## src/rtl/mem_pkg.sv

```systemverilog
// Shared definitions for the CPU-side memory controller and the 512x32 main memory.
package mem_pkg;
  localparam int MEM_AW    = 9;
  localparam int DATA_W    = 32;
  localparam int MEM_DEPTH = 1 << MEM_AW;

  typedef enum logic [1:0] {IDLE, ACCESS, DONE} state_e;
endpackage

```

## src/rtl/mem_ctrl.sv

```systemverilog
// Request/ack controller driving main memory; latches a request, holds it WAIT_CYCLES, then acks.
// Optional feature: MEM_CTRL_BOUNDS_CHECK_EN flags and suppresses accesses with addr >= 2**MEM_AW.
module mem_ctrl #(
  parameter int DATA_W      = mem_pkg::DATA_W,
  parameter int MEM_AW      = mem_pkg::MEM_AW,
  parameter int WAIT_CYCLES = 1
) (
  input  logic              clk,
  input  logic              clr_n,
  input  logic              req,
  input  logic              we,
  input  logic [31:0]       addr,
  input  logic [DATA_W-1:0] wdata,
  output logic              ack,
  output logic [DATA_W-1:0] rdata,
  output logic              busy,
  output logic              err,
  output logic [MEM_AW-1:0] mem_addr,
  output logic [DATA_W-1:0] mem_din,
  output logic              mem_we,
  input  logic [DATA_W-1:0] mem_dout
);
  import mem_pkg::*;

  localparam logic [3:0] CNT_INIT = 4'(WAIT_CYCLES - 1);

  state_e     state_q;
  logic [3:0] cnt_q;
  logic       we_q;
  logic       oor_q;
  logic       oor;

`ifdef MEM_CTRL_BOUNDS_CHECK_EN
  assign oor = |addr[31:MEM_AW];
`else
  logic unused_hi;
  assign unused_hi = ^addr[31:MEM_AW];
  assign oor       = 1'b0;
`endif

  // mem_we is registered, so it is raised on the edge that enters the final ACCESS cycle.
  always_ff @(posedge clk or negedge clr_n) begin
    if (!clr_n) begin
      state_q  <= IDLE;
      cnt_q    <= '0;
      we_q     <= 1'b0;
      oor_q    <= 1'b0;
      ack      <= 1'b0;
      busy     <= 1'b0;
      err      <= 1'b0;
      rdata    <= '0;
      mem_addr <= '0;
      mem_din  <= '0;
      mem_we   <= 1'b0;
    end else begin
      case (state_q)
        IDLE: begin
          ack <= 1'b0;
          err <= 1'b0;
          if (req) begin
            we_q     <= we;
            oor_q    <= oor;
            mem_addr <= addr[MEM_AW-1:0];
            mem_din  <= wdata;
            cnt_q    <= CNT_INIT;
            busy     <= 1'b1;
            mem_we   <= we && !oor && (CNT_INIT == 4'd0);
            state_q  <= ACCESS;
          end
        end
        ACCESS: begin
          if (cnt_q == 4'd0) begin
            mem_we  <= 1'b0;
            if (!we_q) rdata <= oor_q ? '0 : mem_dout;
            ack     <= 1'b1;
            err     <= oor_q;
            state_q <= DONE;
          end else begin
            cnt_q  <= cnt_q - 4'd1;
            mem_we <= we_q && !oor_q && (cnt_q == 4'd1);
          end
        end
        DONE: begin
          ack     <= 1'b0;
          busy    <= 1'b0;
          err     <= 1'b0;
          state_q <= IDLE;
        end
        default: state_q <= IDLE;
      endcase
    end
  end
endmodule

```

## config.mk

```make
export PLATFORM = sky130hd
export DESIGN_NAME = mem_ctrl
export DESIGN_NICKNAME = d
export VERILOG_FILES = /design/src/rtl/mem_pkg.sv /design/src/rtl/mem_ctrl.sv
export SDC_FILE = /design/constraint.sdc
export NUM_CORES = 1
export LEC_CHECK = 0
export ABC_AREA = 0
export BUFFER_PORTS_ARGS = -buffer_cell sky130_fd_sc_hd__buf_2
export CAP_MARGIN = 10
export CORE_MARGIN = 1.5
export CORE_UTILIZATION = 45
export DETAILED_ROUTE_END_ITERATION = 10
export PLACE_DENSITY = 0.81
export SLEW_MARGIN = 20
export SYNTH_ARGS = -nofsm -noshare
export SYNTH_HDL_FRONTEND = slang
export SYNTH_SLANG_ARGS = --single-unit
```

## constraint.sdc

```tcl
create_clock -name clk -period 3.5 [get_ports clk]
set_clock_uncertainty 0.15 [all_clocks]
set_input_delay 0.7 -clock clk [delete_from_list [all_inputs] [get_ports clk]]
set_output_delay 0.7 -clock clk [all_outputs]
set_load 0.03 [all_outputs]
```

==> results of run 1 <==
-- flip-flops by register name, indices dropped and copies added (netlist names) --
signal / cells
mem_din: 32
rdata: 32
mem_addr: 9
cnt_q: 4
state_q: 2
ack: 1
busy: 1
mem_we: 1
we_q: 1
-- stage by stage --
step	instance area, µm²	hold WS (ps)
after detailed placement	4050	335
after global placement	4050	314
final	4220	222
after floorplan	3250	254
after global routing	4220	311
after CTS	4210	352
-- synthesized netlist by cell type --
master,instances
sky130_fd_sc_hd__buf_4,1
sky130_fd_sc_hd__nor2_1,2
sky130_fd_sc_hd__buf_2,1
sky130_fd_sc_hd__or3_1,1
sky130_fd_sc_hd__mux2_1,2
sky130_fd_sc_hd__a2bb2oi_1,1
sky130_fd_sc_hd__o31ai_1,2
sky130_fd_sc_hd__inv_1,5
sky130_fd_sc_hd__mux2i_1,2
sky130_fd_sc_hd__a21o_1,1
sky130_fd_sc_hd__nand2b_1,2
sky130_fd_sc_hd__nor2b_1,1
sky130_fd_sc_hd__mux2_2,71
sky130_fd_sc_hd__o221ai_1,2
sky130_fd_sc_hd__nand2_1,4
sky130_fd_sc_hd__nand3_1,2
sky130_fd_sc_hd__a21oi_1,2
sky130_fd_sc_hd__o21ai_0,2
sky130_fd_sc_hd__or3b_2,1
sky130_fd_sc_hd__or3b_4,1
sky130_fd_sc_hd__ha_1,3
sky130_fd_sc_hd__o211ai_1,1
sky130_fd_sc_hd__nor3_4,1
sky130_fd_sc_hd__conb_1,1
sky130_fd_sc_hd__dfrtp_1,83
sky130_fd_sc_hd__buf_6,7
sky130_fd_sc_hd__nor3b_1,1
-- cell families (layout without fill, tap and decap cells) --
family | Yosys count | after routing | synth area share
buf+inv | 14 | 174 | 0.0339
mux | 75 | 75 | 0.259
fa+ha+maj | 3 | 3 | 0.0116
compound gates | 11 | 11 | 0.0235
other cells | 1 | 1 | 0.00115
flops | 83 | 83 | 0.639
simple gates | 16 | 16 | 0.0312
-- cell type report --
cell class,instances,area (µm²),share of cell area
clock inverters,5,30.0,0.00712
well taps,96,120,0.0285
multi-input cells,106,1060,0.252
flip-flops and latches,83,2080,0.493
clock buffers,11,131,0.0312
inverters,5,18.8,0.00445
repair buffers,153,774,0.184
-- power by group through the flow --
| stage | Sequential, W | Combinational [W] | Clock [W] |
|---|---|---|---|
| 2_1_floorplan | 0.00210 | 0.000372 | 0 |
| 3_3_place_gp | 0.00144 | 0.00145 | 0 |
| 3_5_place_dp | 0.00145 | 0.00147 | 0 |
| 6_report | 0.00143 | 0.00146 | 0.000572 |
| 4_1_cts | 0.00143 | 0.00147 | 0.000603 |
| 5_1_grt | 0.00148 | 0.00154 | 0.000639 |
-- routing by layer --
| metal | wire length, µm | part of all wire |
|---|---|---|
| met1 | 2480 | 0.40 |
| met2 | 3040 | 0.49 |
| met3 | 585 | 0.094 |
| met4 | 96 | 0.015 |
| met5 | 0 | 0 |
-- worst max path at each step --
stage          slack, ps     start        end  cells after the start
2_1_floorplan       1430  cnt_q[0]   rdata[0]                      6
5_1_grt             1090  cnt_q[1]  rdata[18]                      6
4_1_cts             1210  cnt_q[0]  rdata[18]                      6
3_3_place_gp         980       req   cnt_q[0]                      4
3_5_place_dp         920       req   cnt_q[0]                      4
6_report            1230  cnt_q[0]  rdata[18]                      6
==> flow_metrics.env, run 1 <==
export IMPL_status="finished, final reports clean"
export IMPL_avgSynthCellArea_um2=16.0
export IMPL_layout_drive_gt1_share=0.664
export IMPL_combinational_fraction_of_design_power=0.421
export IMPL_synth_largest_area_cell="sky130_fd_sc_hd__dfrtp_1"
export IMPL_worst_path_buf_inv=2
export IMPL_clkPwrFrac=0.165
export IMPL_post_route_min_period_ps=2270
export IMPL_synth_top_area_share=0.639
export IMPL_global_placer_s_final_weighted_congestion=0.770
export IMPL_clock_tree_root_buffer_cell="sky130_fd_sc_hd__clkbuf_8"
export IMPL_die_height_um=88.0
export IMPL_pnr_total_power_w=0.00346
export IMPL_fin_nets=461
export IMPL_post_cts_buffers=0
export IMPL_worst_r2r_endpoint="rdata[18]"
export IMPL_setup_worst_path_end_class="register"
export IMPL_ys_seq_area_frac=0.639
export IMPL_place_inst=443
export IMPL_worstMarginPinSlew_ps=733
export IMPL_hold_violations=0
export IMPL_ctsLongestPathBuffers=2
export IMPL_cts_sink_count=83
export IMPL_synth_seq_cells=83
export IMPL_maximum_operating_frequency_ghz=0.440
export IMPL_setup_viol_count_final=0
export IMPL_reg2regPathDepth=6
export IMPL_worst_skew_late_latency_ps=330
export IMPL_power_sequential_fraction=0.413
export IMPL_final_antenna_net_count=0
export IMPL_crit_required_ps=3570
export IMPL_crit_path_start_kind="register"
export IMPL_hold_buffers=0
export IMPL_power_internal_w=0.00205
export IMPL_ys_top_cells_by_area="sky130_fd_sc_hd__dfrtp_1 (64%), sky130_fd_sc_hd__mux2_2 (25%), sky130_fd_sc_hd__buf_6 (2.4%), sky130_fd_sc_hd__ha_1 (1.2%), sky130_fd_sc_hd__mux2_1 (0.69%)"
export IMPL_total_leakage_power_nw=2.06
export IMPL_finalMaxSlewViolations=0
export IMPL_placement_io_buffers=152
export IMPL_fin_ws_ps=1230
export IMPL_cts_h_tree_lvls=3
export IMPL_power_density_mw_per_mm2=821
export IMPL_rrSetupSlack_ps=1230
export IMPL_min_path_type="primary input to asynchronous set/reset pin"
export IMPL_detail_route_first_pass_iterations=4
export IMPL_largest_net_degree_at_the_start_of_global_routing=84
export IMPL_met1_usage=0.182
export IMPL_cts_tree="built"
export IMPL_floorplan_core_area_mm2=0.00687
export IMPL_kind_of_critical_path="register to register"
export IMPL_num_rows=30
export IMPL_detail_route_wl_per_cell_um=13.5
export IMPL_period_share=0.650
export IMPL_timing_critical_path_fanout_max=32
export IMPL_path_cells="inv_1, ha_1, or3b_4, nor3_4, buf_4, mux2_2"
export IMPL_syn_cell_area_mm2=0.00325
export IMPL_cts_buffers=9
export IMPL_critical_path_slowest_cell="sky130_fd_sc_hd__dfrtp_1"
export IMPL_grt_setup_unrepaired="false"
export IMPL_hpwl_um=4490
export IMPL_globalRoute_busiestLayer="met2"
export IMPL_detail_route_wirelength_um=6210
export IMPL_avgViaCountPerCell=4.80
export IMPL_globalRouteMet2Util=0.286
export IMPL_first_pass_grt_wire_length_um=9790
export IMPL_initial_antenna_violation_count=0
export IMPL_grt_ovfl_total=0
export IMPL_preCtsSetupSlack_ps=919
export IMPL_grt_usage=0.165
export IMPL_drc=0
export IMPL_cp_top_family="simple AND/OR/NAND/NOR gates"
export IMPL_worst_ep_arrival_time_ps=2340
export IMPL_fillers=570
export IMPL_die_width_um=88.0
export IMPL_route_vias_total=2202
export IMPL_synthCells=203
export IMPL_slowest_delay_ps=420
export IMPL_reg2reg_from="cnt_q[0]"
export IMPL_power_net_switching_w=0.00141
export IMPL_setup_total_negative_slack_ps=0
export IMPL_fp_dieArea_mm2=0.00774
export IMPL_grt_util_met3=0.0528
export IMPL_most_common_layout_cells="sky130_fd_sc_hd__buf_2 (151), sky130_fd_sc_hd__dfrtp_1 (83), sky130_fd_sc_hd__mux2_2 (71)"
export IMPL_antenna_cells_inserted=0
export IMPL_resize_count_post_cts=0
export IMPL_mostFrequentLayoutCell="sky130_fd_sc_hd__buf_2"
export IMPL_synth_fp_nets=306
export IMPL_yosysWarnings=0
export IMPL_layout_area_overhead_vs_synth_pct=29.8
export IMPL_max_slew_margin=0.511
export IMPL_vias_in_the_first_global_route=2223
export IMPL_first_iter_violations=56
export IMPL_start_util=0.473
export IMPL_clk_pin_slew_worst_paths_ps=80
export IMPL_yosysUniqueCellTypes=27
export IMPL_postLayoutCoreUtil=0.614
export IMPL_cap_violations=0
export IMPL_power_switching_share=0.408
export IMPL_worst_ir_drop_vdd_mv=0.349
export IMPL_final_cells=459
export IMPL_top_level_ports=177
Power figures use the tool's default switching activity.
==> run 2, diff against run 1 <==
- CORE_UTILIZATION: 45 -> 44
- PLACE_DENSITY: 0.81 -> 0.79
- clock period: 3.5 -> 2.34 ns (I/O delays scaled with it)
==> run 2 against run 1 <==
Compared with the run above: clock-buffer cell count shrank 1; combinational power grew 51%; largest power group unchanged; sequential power grew 50%.
==> flow_metrics.env, run 2 (same netlist as run 1, synthesis figures left out) <==
export IMPL_fin_nets=465
export IMPL_reg_largest_list="mem_din: 32 flops, rdata: 32 flops, mem_addr: 9 flops"
export IMPL_worst_ir_drop_vdd_mv=0.578
export IMPL_crit_required_ps=2400
export IMPL_detail_route_wl_per_cell_um=13.8
export IMPL_worstHoldEndpoint="mem_din[11]"
export IMPL_critical_path_slowest_cell="sky130_fd_sc_hd__dfrtp_1"
export IMPL_crit_path_start_kind="register"
export IMPL_die_width_um=88.9
export IMPL_avgViaCountPerCell=4.72
export IMPL_post_cts_buffers=0
export IMPL_drc=0
export IMPL_die_height_um=88.9
export IMPL_setup_worst_path_end_class="register"
export IMPL_path_cells="inv_1, ha_1, or3b_4, nor3_4, buf_12, mux2_2"
export IMPL_hold_violations=0
export IMPL_final_cells=466
export IMPL_final_antenna_net_count=0
export IMPL_vias_in_the_first_global_route=2216
export IMPL_start_util=0.450
export IMPL_final_design_area_no_fill_mm2=0.00428
export IMPL_worstHoldPathCells=2
export IMPL_cts_h_tree_lvls=3
export IMPL_fp_dieArea_mm2=0.00791
export IMPL_cts_sink_count=83
export IMPL_pnr_total_power_w=0.00523
export IMPL_cts_buffers=9
export IMPL_most_common_layout_cells="sky130_fd_sc_hd__buf_2 (151), sky130_fd_sc_hd__dfrtp_1 (83), sky130_fd_sc_hd__mux2_2 (71)"
export IMPL_worstMarginPinSlew_ps=566
export IMPL_maximum_operating_frequency_ghz=0.457
export IMPL_grt_usage=0.166
export IMPL_ctsLongestPathBuffers=2
export IMPL_layout_area_overhead_vs_synth_pct=31.7
export IMPL_kind_of_critical_path="register to register"
export IMPL_slowest_delay_ps=420
export IMPL_cap_violations=0
export IMPL_layout_drive_gt1_share=0.668
export IMPL_grt_ovfl_total=0
export IMPL_grt_setup_unrepaired="false"
export IMPL_setup_total_negative_slack_ps=0
export IMPL_setup_viol_count_final=0
export IMPL_power_density_mw_per_mm2=1220
export IMPL_worst_skew_late_latency_ps=330
export IMPL_route_vias_total=2200
export IMPL_clock_tree_root_buffer_cell="sky130_fd_sc_hd__clkbuf_8"
export IMPL_clk_pin_slew_worst_paths_ps=90
export IMPL_initial_antenna_violation_count=0
export IMPL_reg2regPathDepth=6
export IMPL_placement_io_buffers=152
export IMPL_dpl_cell_area_mm2=0.00410
export IMPL_num_rows=31
export IMPL_antenna_cells_inserted=0
export IMPL_hpwl_um=4790
export IMPL_global_placer_s_final_weighted_congestion=0.730
export IMPL_period_share=0.935
export IMPL_timing_critical_path_fanout_max=27
export IMPL_cts_tree="built"
export IMPL_status="finished, final reports clean"
export IMPL_min_path_type="primary input to register"
export IMPL_timing_hold_worst_start="wdata[11]"
export IMPL_detail_route_wirelength_um=6410
export IMPL_worst_r2r_endpoint="rdata[18]"
export IMPL_finalMaxSlewViolations=0
export IMPL_worst_ep_arrival_time_ps=2250
export IMPL_top_level_ports=177
export IMPL_detail_route_first_pass_iterations=6
export IMPL_max_slew_margin=0.623
export IMPL_post_route_min_period_ps=2190
export IMPL_rrSetupSlack_ps=150
export IMPL_fillers=605
export IMPL_place_inst=449
export IMPL_resize_count_post_cts=0
export IMPL_mostFrequentLayoutCell="sky130_fd_sc_hd__buf_2"
export IMPL_first_iter_violations=51
export IMPL_reg2reg_from="cnt_q[0]"
export IMPL_floorplan_core_area_mm2=0.00721
export IMPL_total_leakage_power_nw=2.09
export IMPL_largest_net_degree_at_the_start_of_global_routing=47
export IMPL_first_pass_grt_wire_length_um=9880
[run 2: changes by cell type in the layout (fill, tap and decap cells not counted)]
cell,change
sky130_fd_sc_hd__clkinv_2,-1
sky130_fd_sc_hd__or3b_4,-1
sky130_fd_sc_hd__buf_6,-1
sky130_fd_sc_hd__clkbuf_1,-1
sky130_fd_sc_hd__inv_6,+1
sky130_fd_sc_hd__dlygate4sd3_1,+1
sky130_fd_sc_hd__buf_4,+2
sky130_fd_sc_hd__or3b_2,+1
sky130_fd_sc_hd__buf_12,+2
sky130_fd_sc_hd__clkinvlp_4,+1
[run 2: how the worst max path moves through the flow]
stage,start,end,slack [ps],cells after the start
floorplan,cnt_q[0],rdata[0],270,6
global placement,cnt_q[0],rdata[22],200,6
global route,cnt_q[1],rdata[18],30,6
detailed placement,cnt_q[0],rdata[18],130,6
finish,cnt_q[0],rdata[18],150,6
CTS,cnt_q[0],rdata[18],130,6
[run 2: worst max-delay path, delay by kind of cell, from the launching register on]
kind	cells	cell delay, ps
adder cells (fa/ha/maj)	1	150
buffers and inverters	2	310
flip-flops	1	420
multiplexers	1	360
AND/OR/NAND/NOR	2	660
[run 2: layer usage]
metal	part of all wire	global-route usage
met3	0.085	0.0489
met2	0.50	0.294
met1	0.40	0.188
met5	0	0
met4	0.0092	0.0639
[run 2: layout make-up]
class / count / area [µm²] / share of cell area
Inverter: 5 / 18.8 / 0.00439
Timing Repair Buffer: 157 / 828 / 0.194
Sequential cell: 83 / 2080 / 0.486
Multi-Input combinational cell: 106 / 1060 / 0.248
Clock buffer: 10 / 128 / 0.0298
Clock inverter: 6 / 41.3 / 0.00965
Tap cell: 99 / 124 / 0.0290
[run 2: what timing repair did]
action / in CTS / in global routing
hold buffers: 1 / 0
setup endpoints to repair: 0 / 0
hold endpoints to repair: 42 / 0
[run 2: stage by stage]
step	hold WS, ps	setup WS (ps)	utilization
detailed placement	326	133	0.568
finish	205	151	0.593
global placement	313	199	0.568
CTS	185	126	0.593
global route	185	25.6	0.593
floorplan	22.4	268	-
[run 2: report_power, final]
group,internal (W),switching [W]
Sequential,0.00192,0.000233
Combinational,0.000781,0.00142
Clock,0.000385,0.000491
==> run 3, diff against run 2 <==
- HOLD_SLACK_MARGIN: default -> 0.03
- clock period: 2.34 -> 2.4 ns (I/O delays scaled with it)
==> run 3 against run 2 <==
Compared with the run above: final area about the same; global-route usage down 0.20 points; combinational power shrank 2%; fmax is 0.75% higher; die area did not move; first-iteration DRC count decreased by 25%; sequential share of layout area about the same; cell count decreased by 0.43%; power shrank 2.5%; worst setup slack better by 76 ps; sequential power is 3% lower; critical path type unchanged; highest routed layer unchanged.
==> flow_metrics.env, run 3 (same netlist as run 1, synthesis figures left out) <==
export IMPL_global_placer_s_final_weighted_congestion=0.732
export IMPL_hold_violations=0
export IMPL_fp_dieArea_mm2=0.00791
export IMPL_finalMaxSlewViolations=0
export IMPL_vias_in_the_first_global_route=2172
export IMPL_dpl_cell_area_mm2=0.00410
export IMPL_cts_h_tree_lvls=3
export IMPL_die_width_um=88.9
export IMPL_start_util=0.450
export IMPL_timing_critical_path_fanout_max=27
export IMPL_cap_violations=0
export IMPL_cts_buffers=9
export IMPL_hold_buffers=1
export IMPL_first_iter_violations=38
export IMPL_setup_viol_count_final=0
export IMPL_worstMarginPinSlew_ps=573
export IMPL_largest_net_degree_at_the_start_of_global_routing=47
export IMPL_antenna_cells_inserted=0
export IMPL_crit_required_ps=2470
export IMPL_detail_route_first_pass_iterations=4
export IMPL_initial_antenna_violation_count=0
export IMPL_floorplan_core_area_mm2=0.00721
export IMPL_die_height_um=88.9
export IMPL_max_slew_margin=0.618
export IMPL_status="finished, final reports clean"
export IMPL_maximum_operating_frequency_ghz=0.460
export IMPL_hpwl_um=4710
export IMPL_final_antenna_net_count=0
export IMPL_final_design_area_no_fill_mm2=0.00428
export IMPL_fillers=615
export IMPL_postLayoutCoreUtil=0.593
export IMPL_setup_total_negative_slack_ps=0
export IMPL_worst_skew_late_latency_ps=340
export IMPL_slowest_delay_ps=420
export IMPL_detail_route_wl_per_cell_um=13.7
export IMPL_layout_drive_gt1_share=0.668
export IMPL_grt_setup_unrepaired="false"
export IMPL_route_vias_total=2196
export IMPL_avgViaCountPerCell=4.73
export IMPL_worst_ir_drop_vdd_mv=0.488
export IMPL_grt_usage=0.163
export IMPL_hold_worst_slack_ps=216
export IMPL_path_cells="inv_1, ha_1, or3b_4, nor3_4, buf_12, mux2_2"
export IMPL_resize_count_post_cts=0
export IMPL_mostFrequentLayoutCell="sky130_fd_sc_hd__buf_2"
export IMPL_clock_tree_root_buffer_cell="sky130_fd_sc_hd__clkbuf_8"
export IMPL_setup_worst_path_end_class="register"
export IMPL_ctsLongestPathBuffers=2
export IMPL_total_leakage_power_nw=2.10
export IMPL_post_cts_buffers=0
export IMPL_post_route_min_period_ps=2170
export IMPL_detail_route_wirelength_um=6370
export IMPL_power_density_mw_per_mm2=1190
export IMPL_critical_path_slowest_cell="sky130_fd_sc_hd__dfrtp_1"
export IMPL_cts_sink_count=83
export IMPL_min_path_type="primary input to register"
export IMPL_fin_nets=465
export IMPL_layout_area_overhead_vs_synth_pct=31.6
export IMPL_period_share=0.905
export IMPL_drc=0
export IMPL_cts_tree="built"
export IMPL_crit_path_start_kind="register"
export IMPL_most_common_layout_cells="sky130_fd_sc_hd__buf_2 (151), sky130_fd_sc_hd__dfrtp_1 (83), sky130_fd_sc_hd__mux2_2 (71)"
export IMPL_grt_ovfl_total=0
export IMPL_first_pass_grt_wire_length_um=9790
export IMPL_clk_pin_slew_worst_paths_ps=70
export IMPL_num_rows=31
export IMPL_worst_ep_arrival_time_ps=2240
export IMPL_reg_largest_list="mem_din: 32 flops, rdata: 32 flops, mem_addr: 9 flops"
export IMPL_top_level_ports=177
export IMPL_placement_io_buffers=152
export IMPL_kind_of_critical_path="register to register"
## run 3: changes by cell type in the layout (fill, tap and decap cells not counted)
cell,change
sky130_fd_sc_hd__clkinvlp_4,-3
sky130_fd_sc_hd__clkbuf_8,+2
sky130_fd_sc_hd__clkbuf_1,-1
sky130_fd_sc_hd__clkinv_2,+1
sky130_fd_sc_hd__inv_6,-1
## run 3: path summary, 6_finish.rpt
check,slack (ps),to,startpoint,cells past startpoint
max in group asynchronous,950,mem_addr[6],clr_n,3
worst max-delay path,230,rdata[18],cnt_q[0],6
worst max register to register,230,rdata[18],cnt_q[0],6
min in group asynchronous,530,mem_din[20],clr_n,2
worst min register to register,330,rdata[3],rdata[3],1
worst min-delay path,220,rdata[3],mem_dout[3],2
## run 3: layout make-up
type | count | area, µm² | share of cell area
clock buffer | 11 | 151 | 0.0354
clock inverter | 3 | 15.0 | 0.00351
inverter | 5 | 18.8 | 0.00439
multi-input combinational | 106 | 1060 | 0.248
sequential | 83 | 2080 | 0.486
tap | 99 | 124 | 0.0290
timing repair buffer | 157 | 828 | 0.194
## run 3: through the flow
stage | cells | power [W] | setup slack [ps]
after global placement | 449 | 0.00423 | 265
after CTS | 464 | 0.00517 | 212
final | 464 | 0.00510 | 227
after global routing | 464 | 0.00540 | 117
after detailed placement | 449 | 0.00430 | 223
after floorplan | 203 | 0.00361 | 328
## run 3: critical path: cells and delay by family (launching register included)
kind                     cells  cell delay [ps]
buffers and inverters        2              310
adder cells (fa/ha/maj)      1              150
multiplexers                 1              360
AND/OR/NAND/NOR              2              650
flip-flops                   1              420
## run 3: power by group
group / switching, W / internal (W)
Combinational: 0.00139 / 0.000761
Clock: 0.000442 / 0.000416
Sequential: 0.000224 / 0.00187
Total: 0.00205 / 0.00305
## run 3: metal layers
metal  up-vias  global-route usage  wire [µm]
li1       1032                   -          -
met1      1051               0.185       2550
met2       102               0.283       3120
met3        11              0.0517        591
met4         0              0.0739        104
met5         -                   0          0
